## src/rtl/conv_flush_seq.sv

```systemverilog
// conv_flush_seq: forwards one W x H frame with position tags, then injects FLUSH_ROWS x W zero pixels.
// Optional framing checks: define CONV_FLUSH_SEQ_ERR_CHK_EN.
`timescale 1ns/1ps

package conv_pkg;
  typedef logic [7:0] pixel_t;
endpackage

module conv_flush_seq #(
  parameter int W          = 1920,
  parameter int H          = 1080,
  parameter int FLUSH_ROWS = 2,
  localparam int RW        = $clog2(H + FLUSH_ROWS),
  localparam int CW        = $clog2(W)
) (
  input  logic             clk,
  input  logic             srst,
  input  logic             s_tvalid_i,
  input  conv_pkg::pixel_t s_tdata_i,
  input  logic             s_tuser_i,
  input  logic             s_tlast_i,
  output logic             s_tready_o,
  input  logic             m_tready_i,
  output logic             m_tvalid_o,
  output conv_pkg::pixel_t m_tdata_o,
  output logic             m_tuser_o,
  output logic             m_tlast_o,
  output logic             m_tflush_o,
  output logic [RW-1:0]    m_row_o,
  output logic [CW-1:0]    m_col_o,
  output logic             busy_o,
  output logic             err_o,
  input  logic             err_clr_i
);

  typedef enum logic [1:0] {
    ST_IDLE  = 2'd0,
    ST_PASS  = 2'd1,
    ST_FLUSH = 2'd2
  } state_t;

  typedef struct packed {
    conv_pkg::pixel_t data;
    logic             user;
    logic             last;
    logic             flush;
    logic [RW-1:0]    row;
    logic [CW-1:0]    col;
  } beat_t;

  localparam logic [CW-1:0] COL_LAST       = CW'(W - 1);
  localparam logic [RW-1:0] ROW_LAST_PIX   = RW'(H - 1);
  localparam logic [RW-1:0] ROW_LAST_FLUSH = RW'(H + FLUSH_ROWS - 1);

  function automatic beat_t make_beat(input conv_pkg::pixel_t d, input logic u, input logic l,
                                      input logic f, input logic [RW-1:0] r, input logic [CW-1:0] c);
    beat_t b;
    b.data  = d;
    b.user  = u;
    b.last  = l;
    b.flush = f;
    b.row   = r;
    b.col   = c;
    return b;
  endfunction

  state_t        r_state;
  logic [RW-1:0] r_row;
  logic [CW-1:0] r_col;
  logic          r_m_tvalid;
  beat_t         r_beat;

  logic w_ld;
  logic w_acc;
  logic w_col_last;
  logic w_sof_abort;
  logic w_err_set;

  assign w_ld       = !r_m_tvalid || m_tready_i;
  assign s_tready_o = (r_state != ST_FLUSH) && w_ld;
  assign w_acc      = s_tvalid_i && s_tready_o;
  assign w_col_last = (r_col == COL_LAST);

  // framing violations detected on the beat being accepted this cycle
  always_comb begin
    w_sof_abort = 1'b0;
    w_err_set   = 1'b0;
`ifdef CONV_FLUSH_SEQ_ERR_CHK_EN
    if (w_acc && (r_state == ST_PASS)) begin
      w_sof_abort = s_tuser_i;
      w_err_set   = s_tuser_i || (s_tlast_i != w_col_last);
    end else if (w_acc && (r_state == ST_IDLE)) begin
      w_err_set   = !s_tuser_i;
    end else begin
      w_err_set   = 1'b0;
    end
`endif
  end

`ifdef CONV_FLUSH_SEQ_ERR_CHK_EN
  logic r_err;

  // sticky error flag; a new violation beats a simultaneous clear
  always_ff @(posedge clk) begin
    if (srst) begin
      r_err <= 1'b0;
    end else if (w_err_set) begin
      r_err <= 1'b1;
    end else if (err_clr_i) begin
      r_err <= 1'b0;
    end
  end

  assign err_o = r_err;
`else
  logic w_unused;
  assign w_unused = ^{err_clr_i, s_tlast_i, w_err_set};
  assign err_o    = 1'b0;
`endif

  // frame sequencer and output register; nothing moves while the output is stalled
  always_ff @(posedge clk) begin
    if (srst) begin
      r_state    <= ST_IDLE;
      r_row      <= RW'(0);
      r_col      <= CW'(0);
      r_m_tvalid <= 1'b0;
      r_beat     <= make_beat(8'd0, 1'b0, 1'b0, 1'b0, RW'(0), CW'(0));
    end else if (w_ld) begin
      r_m_tvalid <= 1'b0;
      case (r_state)
        ST_IDLE: begin
          if (w_acc && s_tuser_i) begin
            r_m_tvalid <= 1'b1;
            r_beat     <= make_beat(s_tdata_i, 1'b1, 1'b0, 1'b0, RW'(0), CW'(0));
            r_row      <= RW'(0);
            r_col      <= CW'(1);
            r_state    <= ST_PASS;
          end
        end
        ST_PASS: begin
          if (w_acc && w_sof_abort) begin
            // restart: this beat becomes pixel (0,0) of a new frame
            r_m_tvalid <= 1'b1;
            r_beat     <= make_beat(s_tdata_i, 1'b1, 1'b0, 1'b0, RW'(0), CW'(0));
            r_row      <= RW'(0);
            r_col      <= CW'(1);
          end else if (w_acc) begin
            r_m_tvalid <= 1'b1;
            r_beat     <= make_beat(s_tdata_i, 1'b0, w_col_last, 1'b0, r_row, r_col);
            if (w_col_last) begin
              r_col <= CW'(0);
              r_row <= r_row + RW'(1);
              if (r_row == ROW_LAST_PIX) begin
                r_state <= ST_FLUSH;
              end
            end else begin
              r_col <= r_col + CW'(1);
            end
          end
        end
        ST_FLUSH: begin
          r_m_tvalid <= 1'b1;
          r_beat     <= make_beat(8'd0, 1'b0, w_col_last, 1'b1, r_row, r_col);
          if (w_col_last) begin
            r_col <= CW'(0);
            if (r_row == ROW_LAST_FLUSH) begin
              r_row   <= RW'(0);
              r_state <= ST_IDLE;
            end else begin
              r_row <= r_row + RW'(1);
            end
          end else begin
            r_col <= r_col + CW'(1);
          end
        end
        default: begin
          r_state <= ST_IDLE;
          r_row   <= RW'(0);
          r_col   <= CW'(0);
        end
      endcase
    end
  end

  assign m_tvalid_o = r_m_tvalid;
  assign m_tdata_o  = r_beat.data;
  assign m_tuser_o  = r_beat.user;
  assign m_tlast_o  = r_beat.last;
  assign m_tflush_o = r_beat.flush;
  assign m_row_o    = r_beat.row;
  assign m_col_o    = r_beat.col;
  assign busy_o     = (r_state != ST_IDLE);

endmodule

```

## config.mk

```make
export PLATFORM = sky130hd
export DESIGN_NAME = conv_flush_seq
export DESIGN_NICKNAME = d
export VERILOG_FILES = /design/src/rtl/conv_flush_seq.sv
export SDC_FILE = /design/constraint.sdc
export NUM_CORES = 1
export LEC_CHECK = 0
export ABC_CLOCK_PERIOD_IN_PS = 6200
export CAP_MARGIN = 0
export CORE_MARGIN = 5
export CORE_UTILIZATION = 56
export DETAILED_ROUTE_END_ITERATION = 8
export PLACE_DENSITY = 0.83
export SLEW_MARGIN = 25
export SYNTH_ARGS = -nofsm -noshare
export SYNTH_HDL_FRONTEND = slang
export SYNTH_SLANG_ARGS = --single-unit
```

## constraint.sdc

```tcl
create_clock -name clk -period 6.2 [get_ports clk]
set_clock_uncertainty 0.2 [all_clocks]
set_input_delay 0.62 -clock clk [delete_from_list [all_inputs] [get_ports clk]]
set_output_delay 0.62 -clock clk [all_outputs]
set_load 0.02 [all_outputs]
```

==> results of run 1 <==
## path summary, 6_finish.rpt
path                           start                      end  slack (ps)
max                       s_tvalid_i    r_row[9]$_SDFFE_PP0P_        3240
min          m_col_o[7]$_SDFFE_PP0P_  m_col_o[7]$_SDFFE_PP0P_         250
max reg2reg  r_state[0]$_SDFFE_PP0P_    r_row[9]$_SDFFE_PP0P_        3250
min reg2reg  m_col_o[7]$_SDFFE_PP0P_  m_col_o[7]$_SDFFE_PP0P_         250
## power by group
| group | total [mW] | switching, mW | internal [mW] |
|---|---|---|---|
| Combinational | 0.305 | 0.212 | 0.0927 |
| Sequential | 0.404 | 0.0132 | 0.391 |
| Clock | 0.297 | 0.143 | 0.154 |
## per-layer routing
metal / routed length [um] / part of all wire [%] / track usage (%)
met1: 3013 / 44 / 28.23
met2: 3145 / 46 / 35.80
met3: 510 / 7.5 / 7.871
met4: 129 / 1.9 / 10.14
met5: 0 / 0 / 0
## stage by stage
stage / hold WS (ps) / instance area, um2 / cells / total power [mW] / setup slack, ps
2_1_floorplan: 266.6 / 2814 / 325 / 0.6356 / 4050
4_1_cts: 251.6 / 3445 / 436 / 1.012 / 3265
5_1_grt: 266.2 / 3445 / 436 / 1.060 / 3052
6_report: 249.1 / 3445 / 436 / 1.006 / 3239
3_5_place_dp: 242.0 / 3281 / 420 / 0.7134 / 2929
3_3_place_gp: 237.5 / 3281 / 420 / 0.7068 / 2990
## cells by family (layout without fill, tap and decap cells)
family,after synthesis,after routing,synth area share (%)
simple gates,147,147,30.64
compound gates,69,69,15.65
flops,58,58,41.26
buf+inv,31,75,5.335
xor+xnor,10,10,3.113
fa+ha+maj,7,7,3.112
mux,2,2,0.7559
other cells,1,1,0.1333
## cell type report
| cell class | count | area, um2 | share of cell area (%) |
|---|---|---|---|
| clock buffers | 13 | 148.9 | 4.323 |
| multi-input cells | 236 | 1503 | 43.63 |
| repair buffers | 51 | 503.0 | 14.60 |
| well taps | 67 | 83.83 | 2.434 |
| flip-flops and latches | 58 | 1161 | 33.71 |
| inverters | 8 | 30.03 | 0.8718 |
| clock inverters | 3 | 15.01 | 0.4359 |
## registers in the layout (all words and copies together), names as in the netlist
signal and flops:
m_col_o 11, m_row_o 11, r_col 11, r_row 11, m_tdata_o 8, r_state 2
m_tflush_o 1, m_tlast_o 1, m_tuser_o 1, m_tvalid_o 1
## layout by cell type (no fill, tap or decap), types with 2 or more instances in the layout
cell / synthesis / layout
and3_1: 3 / 3
a31oi_1: 4 / 4
ha_1: 7 / 7
a21o_1: 2 / 2
a21oi_1: 44 / 44
dfxtp_1: 58 / 58
nand2b_1: 2 / 2
nor4_1: 2 / 2
xnor2_1: 9 / 9
nor2_2: 3 / 3
o31ai_1: 2 / 2
inv_1: 8 / 8
nor4_2: 3 / 3
or3_1: 7 / 7
nand2_1: 51 / 51
o21ai_0: 5 / 5
clkbuf_1: 14 / 3
nand4_1: 23 / 23
nand3_1: 16 / 16
nor2_1: 16 / 16
nand3b_1: 2 / 2
buf_4: 3 / 3
clkinv_2: 0 / 3
nor3_2: 5 / 5
clkdlybuf4s50_1: 0 / 48
clkbuf_8: 0 / 10
## worst max-delay path: stages
cell and delay, ps:
clkdlybuf4s50_1 590, nand3b_4 120, a221oi_4 650, buf_4 360
nand3_2 160, or3_1 370, a21oi_1 140
==> flow_metrics.tcl, run 1 <==
set metrics [dict create \
    critical_path_arrival_ps 3020 \
    clk_pin_slew_ps 60 \
    cts_resized 0 \
    synth_top_area_cell "dfxtp_1" \
    r2r.worst_path.cells 8 \
    drt_wl_total_um 6798 \
    ios 52 \
    synth-seq-cells 58 \
    worstSkewPairLatency_ps 340 \
    grt_pass1_wl_um 11480 \
    row_count 25 \
    syn_avg_cell_area_um2 8.658 \
    synth_top_cell_area_share_pct 41.26 \
    setup_viol 0 \
    synth-edff-count 0 \
    final_util_pct 71.97 \
    ant_nets 0 \
    dieArea_um2 6542 \
    end_kind "flip-flop" \
    start_util_pct 58.80 \
    start_kind "input port" \
    peakVddDrop_v 0.0002067 \
    crit_required_ps 6260 \
    core_area_um2 4786 \
    postCtsSetupBuffers 0 \
    numCtsBuffers 9 \
    holdPathStages 2 \
    power.density_nw_per_um2 292.0 \
    async_flop_share_pct 0 \
    gp_congestion 0.8307 \
    cts_tree "yes" \
    antenna_found_initial 0 \
    syn-num-nets 347 \
    layout_min_cycle_time_ps 2961 \
    outcome "complete, no violations" \
    synthCells 325 \
    yosysMostFrequentCell "dfxtp_1" \
    root_buffer "clkbuf_8" \
    maxSlewViolCount 0 \
    first_global_vias 2460 \
    fmax_ghz 0.3377 \
    clockBufferDepth 2 \
    finalHoldViolCount 0 \
    dr_total_vias 2529 \
    syn2layout_area_growth_pct 22.41 \
    vias_per_cell 5.800 \
    leakage_nw 1.128 \
    finalCritPeriodShare_pct 47.76 \
    wire_per_inst_um 15.59 \
    grt_overflow 0 \
    layout-drive-gt1-share_pct 11.38 \
    chipHeight_um 80.89 \
    max_slew_margin_pct 30.57 \
    synth_area_um2 2814 \
    dr.pass1.iters 4 \
    nets 386 \
    cp_max_fo 17 \
    setup_tns_ps 0 \
    fillCellCount 359 \
    worstMarginPinSlew_ps 1041 \
    die_w_um 80.89 \
    yosysSeqAreaShare_pct 41.26 \
    yosysWarnings 0 \
    hold_path.class "flip-flop to flip-flop" \
    cts_sinks 58 \
    cts_max_level 3 \
    synth_commonest_cells "dfxtp_1, nand2_1, a21oi_1" \
    first_iter_violations 228 \
    grt_max_degree 33 \
    max_cap_violations 0 \
    synth_flop_cell "dfxtp_1" \
    critical_path_class "input port to flip-flop" \
    n_antenna_cell 0 \
    hpwlAfterDp_um 4552 \
    cts_hold_buf 0 \
    grtUsageTotal_pct 22.81 \
    yosys-top-cells-area "dfxtp_1, a21oi_1, nand2_1, nand4_1, ha_1" \
    rsz0062_at_grt "no" \
    port_buffers 48 \
    drc_errors 0 \
    ys_types 58 \
]
(Power assumes the default switching activity.)
==> run 2: changes to the inputs <==
Settings changed: ABC_CLOCK_PERIOD_IN_PS 6200 to 3100, CORE_UTILIZATION 56 to 52, PLACE_DENSITY 0.83 to 0.77.
Clock period 6.2 ns to 3.1 ns, I/O delays scaled along.
==> run 2 against run 1 <==
Effect of this change: power rose by 130%; global-route usage fell by 2.5 points; non-clock buffer count rose by 6; cell count rose by 2.1%; die area rose by 6.7%; first-iteration DRC count fell by 1.3%; sequential cell count did not move.
==> flow_metrics.tcl, run 2 (same netlist as run 1, synthesis figures left out) <==
set metrics [dict create \
    layout_min_cycle_time_ps 2664 \
    rsz0062_at_grt "no" \
    core_area_um2 5172 \
    max_cap_violations 0 \
    outcome "complete, no violations" \
    layout_common_cells "dfxtp_1, nand2_1, clkdlybuf4s50_1" \
    rr_startpoint "r_state[0]$_SDFFE_PP0P_" \
    root_buffer "clkbuf_8" \
    chipHeight_um 83.56 \
    cp_cell_sequence "inv_1 > ha_1 > nand2b_4 > a221o_1 > buf_4 > nor4_4 > xnor2_1 > nor2_1" \
    first_iter_violations 225 \
    cts_tree "yes" \
    total_power_mw 2.266 \
    drc_errors 0 \
    cts_max_level 3 \
    wire_per_inst_um 15.51 \
    hold_start "m_row_o[1]$_SDFFE_PP0P_" \
    grt_overflow 0 \
    ant_nets 0 \
    leakage_nw 1.188 \
    grt_max_degree 33 \
    start_util_pct 54.40 \
    port_buffers 48 \
    cts_hold_buf 0 \
    setup_viol 0 \
    cp_top_family "compound AO/OA/AOI/OAI gates" \
    critPathLaunch "r_state[0]$_SDFFE_PP0P_" \
    cts_resized 0 \
    finalCritPeriodShare_pct 85.94 \
    cp_max_fo 14 \
    row_count 26 \
    crit_slowest_cell "a221o_1" \
    grt_pass1_wl_um 11660 \
    numCtsBuffers 9 \
    max_slew_margin_pct 48.78 \
    crit_required_ps 3110 \
    maxSlewViolCount 0 \
    worstSkewPairLatency_ps 330 \
    max_stage_delay_ps 640 \
    cts_sinks 58 \
    multi_input_area_um2 1503 \
    end_kind "flip-flop" \
    clk_pin_slew_ps 70 \
    layout_commonest_cell "dfxtp_1" \
    cp_num_buf_inv 2 \
    ios 52 \
    dr_total_vias 2504 \
    n_antenna_cell 0 \
    critical_path_class "flip-flop to flip-flop" \
    worstMarginPinSlew_ps 768.1 \
    setup_tns_ps 0 \
    clockBufferDepth 2 \
    syn2layout_area_growth_pct 26.77 \
    hpwlAfterDp_um 4716 \
    drt_wl_total_um 6902 \
    postCtsSetupBuffers 0 \
    finalHoldViolCount 0 \
    fillCellCount 420 \
    final_util_pct 68.96 \
    vias_per_cell 5.627 \
    gp_congestion 0.8333 \
    grtUsageTotal_pct 20.31 \
    critical_path_arrival_ps 2680 \
    peakVddDrop_v 0.0004438 \
    start_kind "flip-flop" \
    nets 392 \
    dieArea_um2 6982 \
    die_w_um 83.56 \
    dr.pass1.iters 4 \
    layout-drive-gt1-share_pct 13.60 \
    antenna_found_initial 0 \
    power.density_nw_per_um2 635.4 \
    fmax_ghz 0.3754 \
    regArea_um2 1161 \
    first_global_vias 2370 \
    hold_path.class "flip-flop to flip-flop" \
]
## run 2: changes by cell type in the layout (fill, tap and decap cells not counted)
| cell | change |
|---|---|
| clkinvlp_4 | +1 |
| clkbuf_8 | +2 |
| clkinv_2 | -2 |
| bufinv_16 | +2 |
| buf_4 | +6 |
| clkbuf_1 | -3 |
## run 2: per-layer routing
| layer | wire [um] | track usage, % |
|---|---|---|
| met1 | 3267 | 27.57 |
| met2 | 3179 | 31.02 |
| met3 | 395 | 4.837 |
| met4 | 60 | 8.041 |
| met5 | 0 | 0 |
## run 2: per-stage QoR
| stage | cells | setup slack [ps] | cell area, um2 | hold slack, ps |
|---|---|---|---|---|
| global placement | 429 | 433.7 | 3329 | 237.1 |
| CTS | 445 | 459.1 | 3567 | 252.9 |
| floorplan | 325 | 949.9 | 2814 | 261.9 |
| global route | 445 | 304.3 | 3567 | 272.5 |
| detailed placement | 429 | 412.7 | 3329 | 244.6 |
| finish | 445 | 435.9 | 3567 | 251.1 |
## run 2: area by class of cell
class	count	share of cell area (%)
Clock buffer	12	4.630
Clock inverter	4	2.034
Inverter	8	0.8418
Multi-Input combinational cell	236	42.13
Sequential cell	58	32.55
Tap cell	70	2.455
Timing Repair Buffer	57	15.36
## run 2: worst register-to-register path, stage by stage, from the launching register on
cell and delay [ps]:
dfxtp_1 380, inv_1 80, ha_1 310, nand2b_4 200
a221o_1 640, buf_4 280, nor4_4 280, xnor2_1 140
nor2_1 50
## run 2: power by group
group / switching [mW] / internal, mW / total, mW
sequential: 0.0256 / 0.782 / 0.807
combinational: 0.427 / 0.210 / 0.637
clock: 0.305 / 0.517 / 0.822
total: 0.757 / 1.51 / 2.27
## run 2: path summary, 6_finish.rpt
check                                 end  slack (ps)  cells past startpoint
hold / removal    m_row_o[1]$_SDFFE_PP0P_         250                      2
hold reg to reg   m_row_o[1]$_SDFFE_PP0P_         250                      2
setup reg to reg    r_row[6]$_SDFFE_PP0P_         440                      8
setup / recovery    r_row[6]$_SDFFE_PP0P_         440                      8
